--- config.mk ---
export PLATFORM = sky130hd
export DESIGN_NAME = mult_seq_stim
export DESIGN_NICKNAME = d
export VERILOG_FILES = /design/src/rtl/mult_seq_pkg.sv /design/src/rtl/mult_seq_stim.sv
export SDC_FILE = /design/constraint.sdc
export NUM_CORES = 1
export LEC_CHECK = 0
export BUFFER_PORTS_ARGS = -buffer_cell sky130_fd_sc_hd__buf_2
export CORE_ASPECT_RATIO = 1.4
export CORE_UTILIZATION = 45
export CTS_CLUSTER_DIAMETER = 40
export DETAILED_ROUTE_END_ITERATION = 6
export MAX_ROUTING_LAYER = met4
export SYNTH_ARGS = -nofsm -noshare
export SYNTH_HDL_FRONTEND = slang
export SYNTH_SLANG_ARGS = --single-unit
--- constraint.sdc ---
create_clock -name clk -period 3.6 [get_ports clk]
set_input_delay 0.9 -clock clk [delete_from_list [all_inputs] [get_ports clk]]
set_output_delay 0.9 -clock clk [all_outputs]
set_load 0.02 [all_outputs]
--- src/rtl/mult_seq_pkg.sv ---
// Shared types and constants for the multiclock-assertion stimulus generator.
// Step numbering, mode encoding and the step-to-bit pattern table live here.
package mult_seq_pkg;

   typedef enum logic [2:0] {
      ST_IDLE = 3'd0,
      ST_S1   = 3'd1,
      ST_S2   = 3'd2,
      ST_S3   = 3'd3,
      ST_S4   = 3'd4,
      ST_S5   = 3'd5,
      ST_GAPW = 3'd6,
      ST_FIN  = 3'd7
   } state_t;

   localparam logic MODE_S  = 1'b0;
   localparam logic MODE_P8 = 1'b1;

   localparam int unsigned STEP_W = 3;

   localparam logic [STEP_W-1:0] STEP_NONE = 3'd0;
   localparam logic [STEP_W-1:0] STEP_1    = 3'd1;
   localparam logic [STEP_W-1:0] STEP_2    = 3'd2;
   localparam logic [STEP_W-1:0] STEP_3    = 3'd3;
   localparam logic [STEP_W-1:0] STEP_4    = 3'd4;
   localparam logic [STEP_W-1:0] STEP_5    = 3'd5;

   localparam logic [STEP_W-1:0] MAX_STEP_S  = STEP_5;
   localparam logic [STEP_W-1:0] MAX_STEP_P8 = STEP_4;

   typedef struct packed {
      logic a;
      logic b;
      logic c;
      logic d;
      logic e;
      logic f;
   } stim_t;

   function automatic logic [STEP_W-1:0] step_of(input state_t s);
      case (s)
         ST_S1:   return STEP_1;
         ST_S2:   return STEP_2;
         ST_S3:   return STEP_3;
         ST_S4:   return STEP_4;
         ST_S5:   return STEP_5;
         default: return STEP_NONE;
      endcase
   endfunction

   function automatic logic [STEP_W-1:0] max_step(input logic mode);
      return (mode == MODE_P8) ? MAX_STEP_P8 : MAX_STEP_S;
   endfunction

   // Bits driven while in state s; the injected step has its asserted bit forced low.
   function automatic stim_t step_bits(input logic mode, input state_t s,
                                       input logic [STEP_W-1:0] inject);
      stim_t r;
      r = '0;
      case ({mode, s})
         {MODE_S,  ST_S1},
         {MODE_S,  ST_S2}: r.a = 1'b1;
         {MODE_S,  ST_S3}: r.b = 1'b1;
         {MODE_S,  ST_S4}: r.c = 1'b1;
         {MODE_S,  ST_S5}: r.d = 1'b1;
         {MODE_P8, ST_S1}: r.a = 1'b1;
         {MODE_P8, ST_S2}: r.b = 1'b1;
         {MODE_P8, ST_S3}: r.e = 1'b1;
         {MODE_P8, ST_S4}: r.f = 1'b1;
         default:          r = '0;
      endcase
      if (inject != STEP_NONE && inject == step_of(s) && inject <= max_step(mode))
         r = '0;
      return r;
   endfunction

endpackage

--- src/rtl/mult_seq_stim.sv ---
// Stimulus generator for multiclock sequence/property checks: steps a..f through the
// mult_s or p8 else-branch pattern, advancing on clk or on foreign-clock tick strobes.
module mult_seq_stim
   import mult_seq_pkg::*;
#(
   parameter int unsigned NUM_RUNS = 1,
   parameter int unsigned GAP      = 0
) (
   input  logic              clk,
   input  logic              rst,
   input  logic              tick1,
   input  logic              tick2,
   input  logic              start,
   input  logic              mode,
   input  logic [STEP_W-1:0] inject,
   output logic              a,
   output logic              b,
   output logic              c,
   output logic              d,
   output logic              e,
   output logic              f,
   output logic              busy,
   output logic              done,
   output logic              err_injected
);

   localparam int unsigned RUN_W = 8;
   localparam int unsigned GAP_W = 4;

   state_t              state;
   state_t              nxt_state;
   logic                mode_q;
   logic [STEP_W-1:0]   inject_q;
   logic [RUN_W-1:0]    run_cnt;
   logic [GAP_W-1:0]    gap_cnt;
   logic                last_step;
   logic                accept;
   logic                mode_eff;
   logic [STEP_W-1:0]   inject_eff;
   stim_t               nxt_bits;

   assign accept     = (state == ST_IDLE) && start;
   // On the accept edge the latched copies are not yet valid, so use the live inputs.
   assign mode_eff   = (state == ST_IDLE) ? mode   : mode_q;
   assign inject_eff = (state == ST_IDLE) ? inject : inject_q;

   // Next-state decode, including the end-of-run decision.
   always_comb begin
      nxt_state = state;
      last_step = 1'b0;
      case (state)
         ST_IDLE: if (start) nxt_state = ST_S1;
         ST_S1:   nxt_state = ST_S2;
         ST_S2:   if (mode_q == MODE_P8 || tick1) nxt_state = ST_S3;
         ST_S3:   if (mode_q == MODE_P8 || tick1) nxt_state = ST_S4;
         ST_S4: begin
            if (tick2) begin
               if (mode_q == MODE_P8) last_step = 1'b1;
               else                   nxt_state = ST_S5;
            end
         end
         ST_S5:   if (tick2) last_step = 1'b1;
         ST_GAPW: if (gap_cnt == '0) nxt_state = ST_S1;
         ST_FIN:  nxt_state = ST_IDLE;
         default: nxt_state = ST_IDLE;
      endcase
      if (last_step) begin
         if (({1'b0, run_cnt} + 9'd1) < 9'(NUM_RUNS))
            nxt_state = (GAP == 0) ? ST_S1 : ST_GAPW;
         else
            nxt_state = ST_FIN;
      end
   end

   assign nxt_bits = step_bits(mode_eff, nxt_state, inject_eff);

   // State, counters and all outputs are registered together.
   always_ff @(posedge clk or posedge rst) begin
      if (rst) begin
         state        <= ST_IDLE;
         mode_q       <= MODE_S;
         inject_q     <= STEP_NONE;
         run_cnt      <= '0;
         gap_cnt      <= '0;
         a            <= 1'b0;
         b            <= 1'b0;
         c            <= 1'b0;
         d            <= 1'b0;
         e            <= 1'b0;
         f            <= 1'b0;
         busy         <= 1'b0;
         done         <= 1'b0;
         err_injected <= 1'b0;
      end else begin
         state <= nxt_state;
         a     <= nxt_bits.a;
         b     <= nxt_bits.b;
         c     <= nxt_bits.c;
         d     <= nxt_bits.d;
         e     <= nxt_bits.e;
         f     <= nxt_bits.f;
         busy  <= (nxt_state != ST_IDLE) && (nxt_state != ST_FIN);
         done  <= (nxt_state == ST_FIN);

         if (accept) begin
            mode_q       <= mode;
            inject_q     <= inject;
            err_injected <= (inject != STEP_NONE);
            run_cnt      <= '0;
         end else if (last_step) begin
            run_cnt <= run_cnt + RUN_W'(1);
         end

         if (nxt_state == ST_GAPW && state != ST_GAPW)
            gap_cnt <= GAP_W'(GAP - 1);
         else if (state == ST_GAPW && gap_cnt != '0)
            gap_cnt <= gap_cnt - GAP_W'(1);
      end
   end

endmodule

==> out/metrics.cfg <==
[status]
status=finished, final reports clean

[global_routing]
antenna_found_initial=0
grt_overflow=0
busiest_layer=met2
use_met3_pct=1.91
grt.met2_usage_pct=37.2
grt_pass1_vias=1177
grt_usage_pct=20.1
grt_max_degree=29
met1_usage_pct=22.1
grt_pass1_wl_um=5390

[logic_synthesis]
synth.distinct_cells=48
mappedNetlistArea_um2=1560
syn_nets=171
syn_area_per_cell_um2=9.81
synth_edf_count=0
async_flop_share_pct=100
ys.flop_type=dfrtp_1
seq_area_frac_synth_pct=44.9
synthesis.instances=159
yosys_warnings=0
ys_ff_latch=28

[final_layout]
final_common_cell=dfrtp_1
fin_util_pct=53.7
fin_cells=212
nets=186
drive_above_1_share_pct=19.1
area_growth_pct=10.7
antennaDiodeCount=0
final_cell_mix=dfrtp_1, buf_2, nor2_1

[drt]
drt-total-wl_um=3240
detail_route.first_pass.iterations=4
routedWlPerCell_um=15.3
drc=0
viasPerCell=5.47
dr.first_iter.drc_count=22
drtAntennaViolNets=0
vias=1159

[die]
initial_core_util_pct=48.5
num_rows=24
die_x_um=51.7
io_pins=18
core_area_um2=3210
die_h_um=71.6
die_area_um2=3710

[placement]
io_buffers=17
dp_hpwl_um=2440
dp_cells=208
place.gp.congestion=0.830

[timing]
maxSlewViolCount=0
tightest_slew_ps=1070
max_slew_margin_pct=28.7
rsz0062_at_grt=no
skew_ps=5.35
timing.final.hold_violations=0
setup_viol=0
setup_tns_ps=0
timing.hold.ws_ps=490
fmax_ghz=0.338
period_minus_slack_ps=2960
period_share_pct=82.2

[min_path]
hold_path_startpoint=gap_cnt[3]
hold_depth=1
whs_endpoint=gap_cnt[3]
hold_class=flip-flop to flip-flop

[power]
cellLeakagePower_nw=0.772
p_total_mw=1.38
p_per_area_nw_per_um2=798
peakVddDrop_mv=0.416

[critical_path]
timing.rr.end=e
cp_max_fo=14
start_kind=flip-flop
cp.required_ps=3800
reg2reg_depth=8
worstSetupPathType=flip-flop to flip-flop
cp.arrival_ps=3160
r2r_setup_slack_ps=640
end_kind=flip-flop
worstReg2RegStart=state[1]

[clocking]
clock_path_buffers=2
cts_num_sinks=28
cts_inserted_buffers=3
clk_latency_ps=270
cts.htree.levels=1
cts_tree=done
root_buffer=clkbuf_8
clkTransAtPathRegs_ps=100
post-cts-setup-buffers=0
ctsHoldBuffers=0
cts_resized=0

[flow_run]
maxCapViolations=0

[cells in the mapped netlist (all sizes together) (2+ instances only)]
library cell / number / area [um^2]
dfrtp: 28 / 701
nor2: 16 / 60.1
nand2: 11 / 41.3
nor3: 9 / 55.1
xnor2: 8 / 70.1
inv: 7 / 26.3
nand2b: 7 / 43.8
buf: 5 / 31.3
mux2: 5 / 56.3
o21ai: 5 / 25.0
a21oi: 4 / 20.0
a31oi: 4 / 25.0
o211ai: 4 / 35.0
xor2: 4 / 35.0
ha: 3 / 37.5
nor3b: 3 / 27.5
o22ai: 3 / 18.8
a21o: 2 / 15.0
and2: 2 / 12.5
and3: 2 / 12.5
clkbuf: 2 / 7.51
nand3: 2 / 10.0
nand4: 2 / 12.5
nor4: 2 / 12.5
o21ba: 2 / 20.0
[per-layer routing]
metal | vias to the layer above | wire length (um)
li1 | 589 | -
met5 | - | 0
met4 | 0 | 38
met1 | 554 | 1360
met3 | 4 | 45
met2 | 12 | 1790
[how the worst max path moves through the flow]
stage	start	endpoint	slack, ps	cells after the start
floorplan	state[0]	a	960	9
finish	state[1]	e	640	8
detailed placement	mode	e	650	8
global route	state[1]	b	500	8
global placement	mode	a	730	8
CTS	state[0]	e	650	8
[cell families after synthesis]
family	Yosys count	share of synthesized area, %
fa+ha+maj	3	2.41
mux	6	4.49
simple gates	63	21.7
flops	28	44.9
compound gates	32	15.2
buf+inv	15	4.49
xor+xnor	12	6.74
[per-stage QoR]
stage | area (um^2) | setup WS (ps)
after floorplan | 1560 | 955
after global placement | 1650 | 730
after detailed placement | 1650 | 649
after CTS | 1730 | 654
after global routing | 1730 | 496
final | 1730 | 641
[layout make-up]
cell class	count	area (um^2)
fill	298	1490
multi-input combinational	116	788
sequential	28	701
timing repair buffer	17	85.1
tap	39	48.8
clock buffer	3	41.3
inverter	8	31.3
clock inverter	1	30.0
[state kept, by name, summed over array words and instances (netlist names), 3 cells and up]
register / cells
gap_cnt: 4
inject_q: 3
run_cnt: 8
state: 3
[report_power, final]
part	leakage [nW]	switching [mW]	total (mW)	internal [mW]
combinational	0.372	0.362	0.636	0.274
clock	0.0357	0.0993	0.248	0.149
sequential	0.365	0.0986	0.493	0.395
total	0.772	0.560	1.38	0.818
[worst max-delay path: stages (launching register included)]
cell and delay, ps:
dfrtp_1 530, nor3_2 370, mux2i_2 490, ha_1 320
or2_2 290, a32o_1 270, o22ai_1 240, o21ai_1 170
nor3b_2 200
No activity file was read; power rests on OpenSTA's default activity.
